===== src/rtl/div.sv =====
// Iterative restoring radix-2 divider (DIV/DIVU/REM/REMU), one quotient bit per cycle.
// Optional RS5_DIV_SHORTCUT_EN answers divide-by-zero and signed overflow in IDLE with no stall.
module div (
  input  logic        clk,
  input  logic        reset_n,
  input  logic [31:0] first_operand_i,
  input  logic [31:0] second_operand_i,
  input  logic        signed_i,
  input  logic        rem_i,
  input  logic        enable_i,
  output logic        hold_o,
  output logic [31:0] result_o
);

  typedef enum logic [1:0] {IDLE, CALC, DONE} state_t;

  state_t      state, next_state;
  logic [31:0] dq;       // dividend on entry, quotient on exit
  logic [31:0] divisor;
  logic [31:0] rem;
  logic [4:0]  cnt;
  logic        neg_q, neg_r;

  logic        sign_a, sign_b;
  logic [31:0] mag_a, mag_b;
  logic [32:0] trial;
  logic        shortcut;
  logic [31:0] shortcut_result;
  logic        start;
  logic        hold;
  logic [31:0] result;

  assign sign_a = signed_i & first_operand_i[31];
  assign sign_b = signed_i & second_operand_i[31];
  assign mag_a  = sign_a ? -first_operand_i  : first_operand_i;
  assign mag_b  = sign_b ? -second_operand_i : second_operand_i;
  assign trial  = {rem, dq[31]} - {1'b0, divisor};

`ifdef RS5_DIV_SHORTCUT_EN
  logic div_zero, overflow;
  assign div_zero        = (second_operand_i == 32'd0);
  assign overflow        = signed_i && (first_operand_i == 32'h8000_0000)
                                    && (second_operand_i == 32'hFFFF_FFFF);
  assign shortcut        = div_zero | overflow;
  assign shortcut_result = div_zero ? (rem_i ? first_operand_i : 32'hFFFF_FFFF)
                                    : (rem_i ? 32'd0 : 32'h8000_0000);
`else
  assign shortcut        = 1'b0;
  assign shortcut_result = 32'd0;
`endif

  assign start = enable_i & ~shortcut;

  // NOTE: every output of this block gets a default first, so no path leaves one unassigned (no latch).
  always_comb begin
    next_state = state;
    hold       = 1'b0;
    result     = 32'd0;
    case (state)
      IDLE: begin
        hold = start;
        if (enable_i && shortcut) result = shortcut_result;
        if (start) next_state = CALC;
      end
      CALC: begin
        hold = 1'b1;
        if (cnt == 5'd0) next_state = DONE;
      end
      DONE: begin
        if (rem_i) result = neg_r ? -rem : rem;
        else       result = (neg_q && divisor != 32'd0) ? -dq : dq;
        next_state = IDLE;
      end
      default: next_state = IDLE;
    endcase
  end

  // Reset blanks the outputs immediately, even while the core keeps enable_i high.
  assign hold_o   = reset_n & hold;
  assign result_o = reset_n ? result : 32'd0;

  // NOTE: state is updated with non-blocking assignments so every register sees pre-edge values.
  always_ff @(posedge clk or negedge reset_n) begin
    if (!reset_n) begin
      state   <= IDLE;
      dq      <= 32'd0;
      divisor <= 32'd0;
      rem     <= 32'd0;
      cnt     <= 5'd0;
      neg_q   <= 1'b0;
      neg_r   <= 1'b0;
    end else begin
      state <= next_state;
      case (state)
        IDLE: if (start) begin
          dq      <= mag_a;
          divisor <= mag_b;
          rem     <= 32'd0;
          cnt     <= 5'd31;
          neg_q   <= sign_a ^ sign_b;
          neg_r   <= sign_a;
        end
        CALC: begin
          if (!trial[32]) begin
            rem <= trial[31:0];
            dq  <= {dq[30:0], 1'b1};
          end else begin
            rem <= {rem[30:0], dq[31]};
            dq  <= {dq[30:0], 1'b0};
          end
          cnt <= cnt - 5'd1;
        end
        default: ;
      endcase
    end
  end

endmodule


===== config.mk =====
export PLATFORM = sky130hd
export DESIGN_NAME = div
export DESIGN_NICKNAME = d
export VERILOG_FILES = /design/src/rtl/div.sv
export SDC_FILE = /design/constraint.sdc
export NUM_CORES = 1
export LEC_CHECK = 0
export BUFFER_PORTS_ARGS = -buffer_cell sky130_fd_sc_hd__buf_2
export CORE_MARGIN = 4
export CORE_UTILIZATION = 45
export CTS_BUF_LIST = sky130_fd_sc_hd__clkbuf_16
export CTS_CLUSTER_SIZE = 24
export DETAILED_ROUTE_END_ITERATION = 10
export GPL_TIMING_DRIVEN = 0
export HOLD_SLACK_MARGIN = 0.02
export PLACE_DENSITY = 0.74
export SETUP_SLACK_MARGIN = 0.2
export SLEW_MARGIN = 15
export SYNTH_ARGS = -nofsm -noshare
export SYNTH_HDL_FRONTEND = slang
export SYNTH_SLANG_ARGS = --single-unit

===== constraint.sdc =====
create_clock -name clk -period 3.3 [get_ports clk]
set_input_delay 0.33 -clock clk [delete_from_list [all_inputs] [get_ports clk]]
set_output_delay 0.33 -clock clk [all_outputs]
set_load 0.02 [all_outputs]

==> summary.txt <==
CTS tree -> done
Hold Path Stages -> 3
type of the tightest min-delay check -> in2reg
combinational share of power -> 0.707
Mapped Nets -> 1243
area delta synth->final -> 23.9%
Power Internal -> 7.09 mW
critical path required time -> 2.97 ns
final std cells w/o fill -> 1559
synthesized netlist cell count -> 1135
status -> finished, violations left
WL per Instance -> 19.0 um
initial drt markers -> 1014
drt first pass iters -> 6
total gr overflow -> 0
Slew @ Worst Pin -> 0.965 ns
switch share -> 0.497
Syn Std Cell Area -> 0.00917 mm2
Slew Limit Fails -> 0
DRC viols -> 0
antenna violations before repair -> 0
H-tree depth -> 3
core area -> 0.0198 mm2
starting density of the core -> 0.464
CP arrival -> 3.31 ns
relative slew slack -> 0.355
num rows -> 51
Avg Synthesized Cell Area -> 8.08 um2
CTS Buffer Depth -> 2
Post-synth EDFFs -> 0
CP Launch Type -> flop
Final Critical Period -> 3.64 ns
Post-DRT Antenna Nets -> 0
Max Fclk -> 275 MHz
post-DP HPWL -> 22.2 mm
Routed Wire Length -> 29.7 mm
Flop pwr share -> 0.214
Port Buffers -> 101
Clk pwr share -> 0.078
Worst VDD drop -> 0.000656 V
proportion of layout cells with a drive suffix above 1 -> 0.215
top-level port count -> 102
hold_ws -> 0.253 ns
unrepaired setup endpoints after global routing -> yes
largest net degree at the start of global routing -> 85
Die Ht -> 151 um
Distinct cells, synth -> 66
MaxCap Viol Count -> 0
first-pass GRT wire length -> 46.0 mm
Crit Path Category -> reg2out
Synth Flop Type -> dfrtp_1
Cells after DPL -> 1502
CTS Root Cell -> clkbuf_16
via count -> 9474
warnings from Yosys -> 0
period utilization -> 1.10
Clock Pin Slew Worst Setup and Hold Paths -> 0.08 ns
Cell Pwr Density -> 1240 mW/mm2
#FFs+latches synth -> 105
TritonCTS Buffers -> 9
Async S/R FF share, synth -> 1.00
Core Util, Final -> 0.574
Routability Congestion -> 0.943
# nets final -> 1396
P_leak -> 4.71 nW
Switch Pwr -> 7.00 mW
Total GRT Usage -> 0.254
proportion of synthesized chip area in sequential cells -> 0.286
Fin. Hold Viols -> 0
die area -> 0.0227 mm2
CP Max Fanout -> 3
Skew-Pair Late Insertion Delay -> 0.37 ns
Worst setup EP type -> primary output
failing checks -> negative setup slack
setup tns final -> -4.89 ns
cells on worst reg2reg path -> 12
Via density -> 6.08
vias in the first global route -> 8802
# clock sinks -> 105
Clock Skew -> 0.0114 ns
Final setup viols -> 20
fillers -> 1743
Die W -> 151 um
Final WS setup -> -0.340 ns
## logic make-up after synthesis
group	share of synthesized area
AO/OA/AOI/OAI	0.249
XOR/XNOR	0.141
adder cells (fa/ha/maj)	0.0540
buffers and inverters	0.0496
flip-flops	0.286
multiplexers	0.0318
AND/OR/NAND/NOR	0.188
## flip-flops by register name (all words and copies together) (netlist names)
name,flops
rem,32
cnt,5
dq,32
state,2
neg_r,1
divisor,32
neg_q,1
## final timing paths
path,slack [ns],endpoint,startpoint
max in group asynchronous,2.37,dq[31]$_DFFE_PN0P_,reset_n
max,-0.34,result_o[27],dq[6]$_DFFE_PN0P_
min,0.25,divisor[31]$_DFFE_PN0P_,second_operand_i[31]
min in group asynchronous,0.45,divisor[11]$_DFFE_PN0P_,reset_n
min reg2reg,0.51,divisor[3]$_DFFE_PN0P_,divisor[3]$_DFFE_PN0P_
max reg2reg,0.07,rem[11]$_DFFE_PN0P_,rem[3]$_DFFE_PN0P_
## timing repair
item | 4_1_cts | 5_1_grt
buffers inserted | 24 | 11
hold buffers | 2 | 0
resized for setup | 108 | 49
setup endpoints to repair | 61 | 59
pin swaps | 35 | 28
hold endpoints to repair | 23 | 0
gates cloned | 3 | 0
## power groups by stage
stage,Sequential (mW),Combinational [mW],Clock [mW]
after global placement,2.92,7.64,0
after detailed placement,2.95,7.81,0
after global routing,3.11,10.8,1.16
after floorplan,2.62,6.21,0
final,3.02,9.97,1.11
after CTS,2.94,9.21,1.11
## worst max-delay path: stages (launching register included)
cell,delay (ns)
dfrtp_1,0.38
or4_4,0.55
or3_4,0.35
or4_4,0.47
nor3_4,0.21
and4bb_2,0.31
nor2_1,0.06
xor2_1,0.14
nor2_1,0.07
a211oi_2,0.21
buf_4,0.19
## routing by layer
metal / GRT usage / share of wire / vias to the layer above
met1: 0.351 / 0.43 / 4581
met3: 0.0476 / 0.075 / 63
met5: 0 / 0 / -
met4: 0.0662 / 0.024 / 0
li1: - / - / 4419
met2: 0.412 / 0.47 / 411
## placed cells by master (no fill, tap or decap), types with 20 or more instances in the layout
cell,instances
a211oi_2,24
a21oi_1,50
a22oi_1,33
buf_2,76
buf_4,49
clkbuf_1,41
dfrtp_1,95
ha_1,33
inv_1,50
mux2i_1,26
nand2_1,98
nand3_1,35
nor2_1,86
o21ai_0,106
o21ai_1,33
o31ai_1,20
xnor2_1,70
xor2_1,78
## synth_stat cells (2+ instances only)
master / n / area share
or4_1: 8 / 0.0065
nor3b_1: 3 / 0.0025
nor2b_1: 4 / 0.0027
xnor2_1: 70 / 0.067
o21ai_1: 12 / 0.0065
nand3_1: 35 / 0.019
o31ai_1: 22 / 0.018
nor3_1: 20 / 0.011
mux2i_1: 28 / 0.031
a31oi_1: 14 / 0.0095
or2_2: 6 / 0.0041
a221o_1: 2 / 0.0022
a211oi_1: 34 / 0.028
nand2b_1: 10 / 0.0068
or4_4: 6 / 0.0074
or3_4: 3 / 0.0037
a21boi_0: 5 / 0.0041
xor2_1: 78 / 0.074
clkbuf_1: 43 / 0.018
o22ai_1: 3 / 0.0020
o41ai_1: 9 / 0.0086
o41ai_2: 2 / 0.0035
nor4_1: 19 / 0.013
a211o_1: 3 / 0.0029
o31ai_2: 3 / 0.0041
buf_1: 4 / 0.0016
o21ai_0: 134 / 0.073
buf_6: 6 / 0.0074
a22oi_1: 33 / 0.027
o21bai_1: 3 / 0.0025
ha_1: 38 / 0.052
nand2_1: 99 / 0.041
inv_1: 53 / 0.022
dfrtp_1: 105 / 0.29
and2_1: 5 / 0.0034
nor3_2: 2 / 0.0022
o21a_1: 8 / 0.0065
o211ai_1: 6 / 0.0049
nor2_1: 87 / 0.036
or3_1: 11 / 0.0075
and3_1: 10 / 0.0068
nand4_1: 5 / 0.0034
a21oi_1: 55 / 0.030
nand3_2: 2 / 0.0022
a21o_1: 6 / 0.0049
## area by class of cell
class	count	area (um2)	area share
multi-input cells	922	6570	0.578
repair buffers	142	1030	0.0907
inverters	53	199	0.0175
well taps	265	332	0.0292
diodes	1	2.50	0.000220
clock buffers	9	225	0.0198
plain buffers	55	290	0.0255
flip-flops and latches	105	2640	0.232
clock inverters	7	75.1	0.00661
## per-stage QoR
stage	area, um2	setup WS, ns	total power, mW
final	11400	-0.340	14.1
after global routing	11400	-0.487	15.1
after CTS	11100	-0.309	13.3
after detailed placement	10100	-0.812	10.8
after global placement	10100	-0.835	10.6
after floorplan	9260	0.128	8.83
No activity file was read; power rests on OpenSTA's default activity.
